**src/rtl/counter_min_hour.sv**
```systemverilog
// counter_min_hour: minute/hour time-of-day counter with load, 12h display and day carry
module counter_min_hour #(
  parameter int MIN_MAX  = 59,
  parameter int HOUR_MAX = 23
) (
  input  logic       clk,
  input  logic       rst,
  input  logic       en,
  input  logic       minute_clk,
  input  logic       load,
  input  logic [6:0] set_min,
  input  logic [4:0] set_hour,
  input  logic       mode_12h,
  output logic [6:0] minute_w,
  output logic [4:0] hour_w,
  output logic [4:0] hour_disp,
  output logic       pm,
  output logic       day_clk,
  output logic       load_err
);
  localparam logic [6:0] MIN_L  = 7'(MIN_MAX);
  localparam logic [4:0] HOUR_L = 5'(HOUR_MAX);
  logic tick_d;
  logic tick;
  logic load_ok;
  assign tick    = minute_clk & ~tick_d;
  assign load_ok = (set_min <= MIN_L) && (set_hour <= HOUR_L);
  // time state: reset > disable > load > tick; tick_d follows minute_clk even when disabled
  always_ff @(posedge clk) begin
    if (!rst) begin
      minute_w <= '0;
      hour_w   <= '0;
      tick_d   <= 1'b0;
      day_clk  <= 1'b0;
      load_err <= 1'b0;
    end else begin
      tick_d   <= minute_clk;
      day_clk  <= 1'b0;
      load_err <= 1'b0;
      if (en) begin
        if (load) begin
          if (load_ok) begin
            minute_w <= set_min;
            hour_w   <= set_hour;
          end else begin
            load_err <= 1'b1;
          end
        end else if (tick) begin
          if (minute_w < MIN_L) begin
            minute_w <= minute_w + 7'd1;
          end else begin
            minute_w <= '0;
            if (hour_w < HOUR_L) begin
              hour_w <= hour_w + 5'd1;
            end else begin
              hour_w  <= '0;
              day_clk <= 1'b1;
            end
          end
        end
      end
    end
  end
  // display encoding: midnight hour shows 12, afternoon hours fold down by 12
  always_comb begin
    pm        = hour_w >= 5'd12;
    hour_disp = !mode_12h ? hour_w :
                (hour_w == 5'd0) ? 5'd12 :
                (hour_w > 5'd12) ? hour_w - 5'd12 : hour_w;
  end
endmodule

```
**config.mk**
```make
export PLATFORM = sky130hd
export DESIGN_NAME = counter_min_hour
export DESIGN_NICKNAME = d
export VERILOG_FILES = /design/src/rtl/counter_min_hour.sv
export SDC_FILE = /design/constraint.sdc
export NUM_CORES = 1
export LEC_CHECK = 0
export ABC_AREA = 1
export ABC_CLOCK_PERIOD_IN_PS = 1100
export CORE_AREA = 4 4 52 54
export DETAILED_ROUTE_END_ITERATION = 8
export DIE_AREA = 0 0 56 58
export DONT_BUFFER_PORTS = 1
export GPL_TIMING_DRIVEN = 0
export PLACE_DENSITY = 0.65
export SLEW_MARGIN = 20
export SYNTH_ARGS = -nofsm -noshare
export SYNTH_HDL_FRONTEND = slang
export SYNTH_SLANG_ARGS = --single-unit
```
**constraint.sdc**
```tcl
create_clock -name clk -period 1.1 [get_ports clk]
set_input_delay 0.165 -clock clk [delete_from_list [all_inputs] [get_ports clk]]
set_output_delay 0.165 -clock clk [all_outputs]
set_load 0.1 [all_outputs]
```
# Yosys cells after proc, flatten, opt, wreduce, memory -nomap -nowiden
# Cells that the tools add are included.
word_totals:
  ff_bits: 15
  out_inout_bits: 20
  word_cells: 42
classes:
  add_sub_neg: 3
  order_cmp: 6
  n_eq_ne: 2
  n_mux: 14
  bitwise_logic: 5
  reduce_logical: 7
ops:
  columns: ["operator", "count"]
  rows:
  - ["$mux 5", 8]
  - ["$mux 7", 4]
  - ["$add 7x1->7 const B", 1]
  - ["$le 7x6->1 const B", 1]
  - ["$lt 7x6->1 const B", 1]
  - ["$reduce_and 3->1", 2]
  - ["$add 5x1->5 const B", 1]
  - ["$ge 5x4->1 const B", 1]
  - ["$gt 5x4->1 const B", 1]
  - ["$le 5x5->1 const B", 1]
  - ["$logic_not 5->1", 1]
  - ["$lt 5x5->1 const B", 1]
  - ["$reduce_or 5->1", 1]
  - ["$sub 5x4->5 const B", 1]
  - ["$not 1->1", 4]
  - ["$reduce_and 4->1", 1]
  - ["$mux 1", 2]
  - ["$ne 2x1->1 const B", 1]
  - ["$ne 2x2->1 const B", 1]
  - ["$reduce_bool 2->1", 1]
  - ["$and 1x1->1", 1]
  - ["$logic_and 1x1->1", 1]

# Longest topological paths before layout
depth:
  word_depth: 5
  depth_mapped: 9
  depth_no_buf: 9

# Least setup slack after synthesis
# OpenSTA, ideal clock, no wires.
synth_path:
  kind: "register to output"
  from: "register hour_w[2]"
  to: "output port hour_disp[4]"
  arrival_time_ns: 3.929
  setup_slack_ns: -2.994
  stages_incl_launch_ff: 8
  n_path_buf: 0
  cell_sequence: "dfxtp_1 inv_1 ha_1 nand2_1 nor2_1 nand2_1 nand2_1 a211oi_1"
synth_via:
  elab_chain_len: 4
  word_cells_on_any_way: 6
  classes_between: "add/sub: 1; order compare: 1; mux: 3; reduce/logical: 1"
synth_lines:
  columns: ["item", "line_no", "rtl"]
  rows:
  - ["start: declaration", "15", "output logic [4:0] hour_w,"]
  - ["start signal: assignment", "44", "hour_w <= set_hour;"]
  - ["start signal: assignment", "54", "hour_w <= hour_w + 5'd1;"]
  - ["$sub 5x4->5 or $gt 5x4->1 (tied branches)", "69", "(hour_w > 5'd12) ? hour_w - 5'd12 : hour_w;"]
  - ["$mux 5", "69", null]
  - ["$mux 5 (*)", "68", "(hour_w == 5'd0) ? 5'd12 :"]
  - ["$mux 5 (*)", "67", "hour_disp = !mode_12h ? hour_w :"]
  - ["end: declaration", "16", "output logic [4:0] hour_disp,"]
# Every way passes the cells marked *; elsewhere a longest branch is shown, timed or not.

# Worst setup path after layout
# Ends and elaborated chain as after synthesis.

==> results.json <==
{
  "status": "complete, but fails checks",
  "violations": "setup timing",
  "final_cells": 226,
  "first_pass_iters": 4,
  "worstPathRequired_ns": 0.94,
  "die_h_um": 58,
  "p_total_mw": 1.76,
  "synth_area_sq_mm": 0.00106,
  "drt-vias-per-instance": 5.23,
  "p_per_area_mw_per_mm2": 1150,
  "synth.distinct_cells": 21,
  "period_needed_ns": 2.38,
  "initial_utilization_pct": 48.0,
  "cpPeakStageDelay_ns": 0.83,
  "swShare_pct": 49.5,
  "finalMaxSlewViolations": 0,
  "finalCoreUtilization_pct": 68.8,
  "synthToLayoutAreaGrowth_pct": 43.5,
  "layout_common_cells": "50 x nand2_1, 30 x nor2_1, 14 x nand3_1, 14 x dfxtp_4, 11 x inv_1",
  "core.rowCount": 17,
  "ir_drop_mv": 0.876,
  "syn_area_per_cell_sq_um": 5.96,
  "grt_util_all_layers_pct": 19.3,
  "antenna_found_initial": 0,
  "fin_skew_ns": 0.00948,
  "p_int_uw": 886,
  "diodes": 0,
  "nNetsFinal": 222,
  "port_buffers": 0,
  "netlist_instances": 178,
  "grt_max_degree": 11,
  "yosysTopAreaCellShare_pct": 28.3,
  "fin_crit_sh_pct": 216,
  "overflow": 0,
  "pre_cts_slack_ns": -1.12,
  "die_x_um": 56,
  "drt-total-wl_mm": 3.07,
  "clk_pin_slew_worst_paths_ns": 0.10,
  "drive_above_1_share_pct": 36.4,
  "drtIter0Drc": 27,
  "endpoint_kind": "primary output",
  "pwr-share-seq_pct": 47.9,
  "leakagePower_nw": 0.687,
  "dr_total_vias": 1182,
  "slew-limit-headroom_pct": 28.3,
  "numPlacedInstances": 206,
  "maxCapViolCount": 0,
  "post-route-worst-setup-slack_ns": -1.28,
  "hold_viol": 0,
  "h-tree-depth": 1,
  "crit_chain": "inv_4 -> ha_4 -> nand2_2 -> nor2_1 -> nand2_1 -> nand2_2 -> a211oi_4",
  "clock.fmax_ghz": 0.421,
  "clk_path_buf_depth": 2,
  "first_global_vias": 1136,
  "ant_nets": 0,
  "clk_latency_ns": 0.29,
  "crit_slowest_cell": "a211oi_4",
  "dieArea_sq_mm": 0.00325,
  "layout_commonest_cell": "nand2_1",
  "crit_top_cell": "nand2_2",
  "clockPowerShare_pct": 18.5,
  "yosysTopAreaCell": "dfxtp_1",
  "yosysSeqAreaShare_pct": 28.3,
  "drc": 0,
  "yosys_warnings": 0,
  "setup_violations": 18,
  "coreArea_sq_mm": 0.00221,
  "crit_fanout": 7,
  "worstMarginPinSlew_ns": 1.07,
  "cts_root_buf": "clkbuf_4",
  "ioPinCount": 38,
  "worstPathArrival_ns": 2.21,
  "dp_hpwl_mm": 2.16,
  "hp-class": "input port to flip-flop",
  "cts_tree": "done",
  "switchingPower_uw": 870,
  "grt_pass1_wl_mm": 5.04,
  "cts.sinks": 15,
  "gp_congestion": 0.829,
  "cts_made_buffers": 3,
  "wl_per_cell_um": 13.6,
  "rsz0062_at_grt": "true",
  "ys_top_cells_by_area": "dfxtp_1 28%, nand2_1 21%, nor2_1 12%",
  "critPathKind": "flip-flop to primary output",
  "pwr-share-comb_pct": 33.7,
  "worstSetupStartpointType": "flip-flop",
  "syn_nets": 201,
  "ys_seq_elements": 15
}
-- final timing paths --
kind	start	end	slack (ns)	depth (start not counted)
min reg2reg	tick_d	day_clk	0.63	4
min	rst	load_err	0.01	2
max	hour_w[2]	hour_disp[4]	-1.28	7
max reg2reg	hour_w[2]	hour_w[4]	-0.32	7
-- synth_stat cells --
cell,instances
a211oi_1,1
a21boi_4,1
a21oi_1,5
and3_1,1
clkbuf_1,2
dfxtp_1,15
ha_1,5
inv_1,20
inv_2,1
nand2_1,59
nand2_2,1
nand3_1,17
nand3_2,1
nand3_4,1
nor2_1,35
nor3_1,1
nor4_1,1
o21ai_0,6
or2_2,1
xnor2_1,1
xor2_1,3
-- critical path, delay by kind of cell (launching register included) --
family,cells,cell delay (ns)
buf+inv,1,0.09
fa+ha+maj,1,0.17
flops,1,0.60
simple gates,4,0.24
compound gates,1,0.83
-- power by group through the flow --
stage	sequential, mW	clock, mW	combinational, mW
floorplan	0.837	0	0.428
global placement	0.849	0	0.472
detailed placement	0.849	0	0.480
CTS	0.839	0.338	0.568
global route	0.848	0.354	0.650
finish	0.841	0.324	0.591
-- routing by layer --
layer / track usage (%) / wire (um)
met2: 33.6 / 1540
met5: 0 / 0
met4: 6.10 / 44
met3: 4.01 / 186
met1: 23.9 / 1300
-- flip-flops by register name, summed over array words and instances, names as in the netlist --
register / count
minute_w: 7
hour_w: 5
day_clk: 1
load_err: 1
tick_d: 1
-- layout make-up --
class                           count  area [sq um]
Multi-Input combinational cell    141           863
Buffer                              2          7.51
Clock buffer                        3          22.5
Sequential cell                    15           354
Tap cell                           28          35.0
Clock inverter                      1          5.00
Inverter                           21          97.6
Fill cell                         213           689
Timing Repair Buffer               15           138
-- cells by family (layout without fill, tap and decap cells) --
| group | count (synthesis) | in the layout | share of synthesized area [%] |
|---|---|---|---|
| and+or+nand+nor | 118 | 119 | 46.7 |
| AOI/OAI and AO/OA | 13 | 13 | 7.67 |
| DFF | 15 | 15 | 28.3 |
| adders and majority gates | 5 | 5 | 5.90 |
| buffers and inverters | 23 | 42 | 8.14 |
| xor gates and xnor gates | 4 | 4 | 3.30 |
-- metrics by stage --
stage	instance area (sq um)	hold WS, ns	TNS, ns
global route	1520	0.0127	-11.46
global placement	1240	0.259	-8.57
CTS	1480	0.000424	-9.69
finish	1520	0.0128	-9.63
floorplan	1210	0.258	-6.67
detailed placement	1240	0.270	-8.72
-- repair_timing --
item                                   CTS  global route
endpoints found under the hold margin    4             1
setup endpoints to repair               21            19
buffers inserted                        11             1
hold buffers                             3             1
pin swaps                                7             4
resized for setup                       28            10
cloned                                   1             0
(Power assumes the default switching activity.)
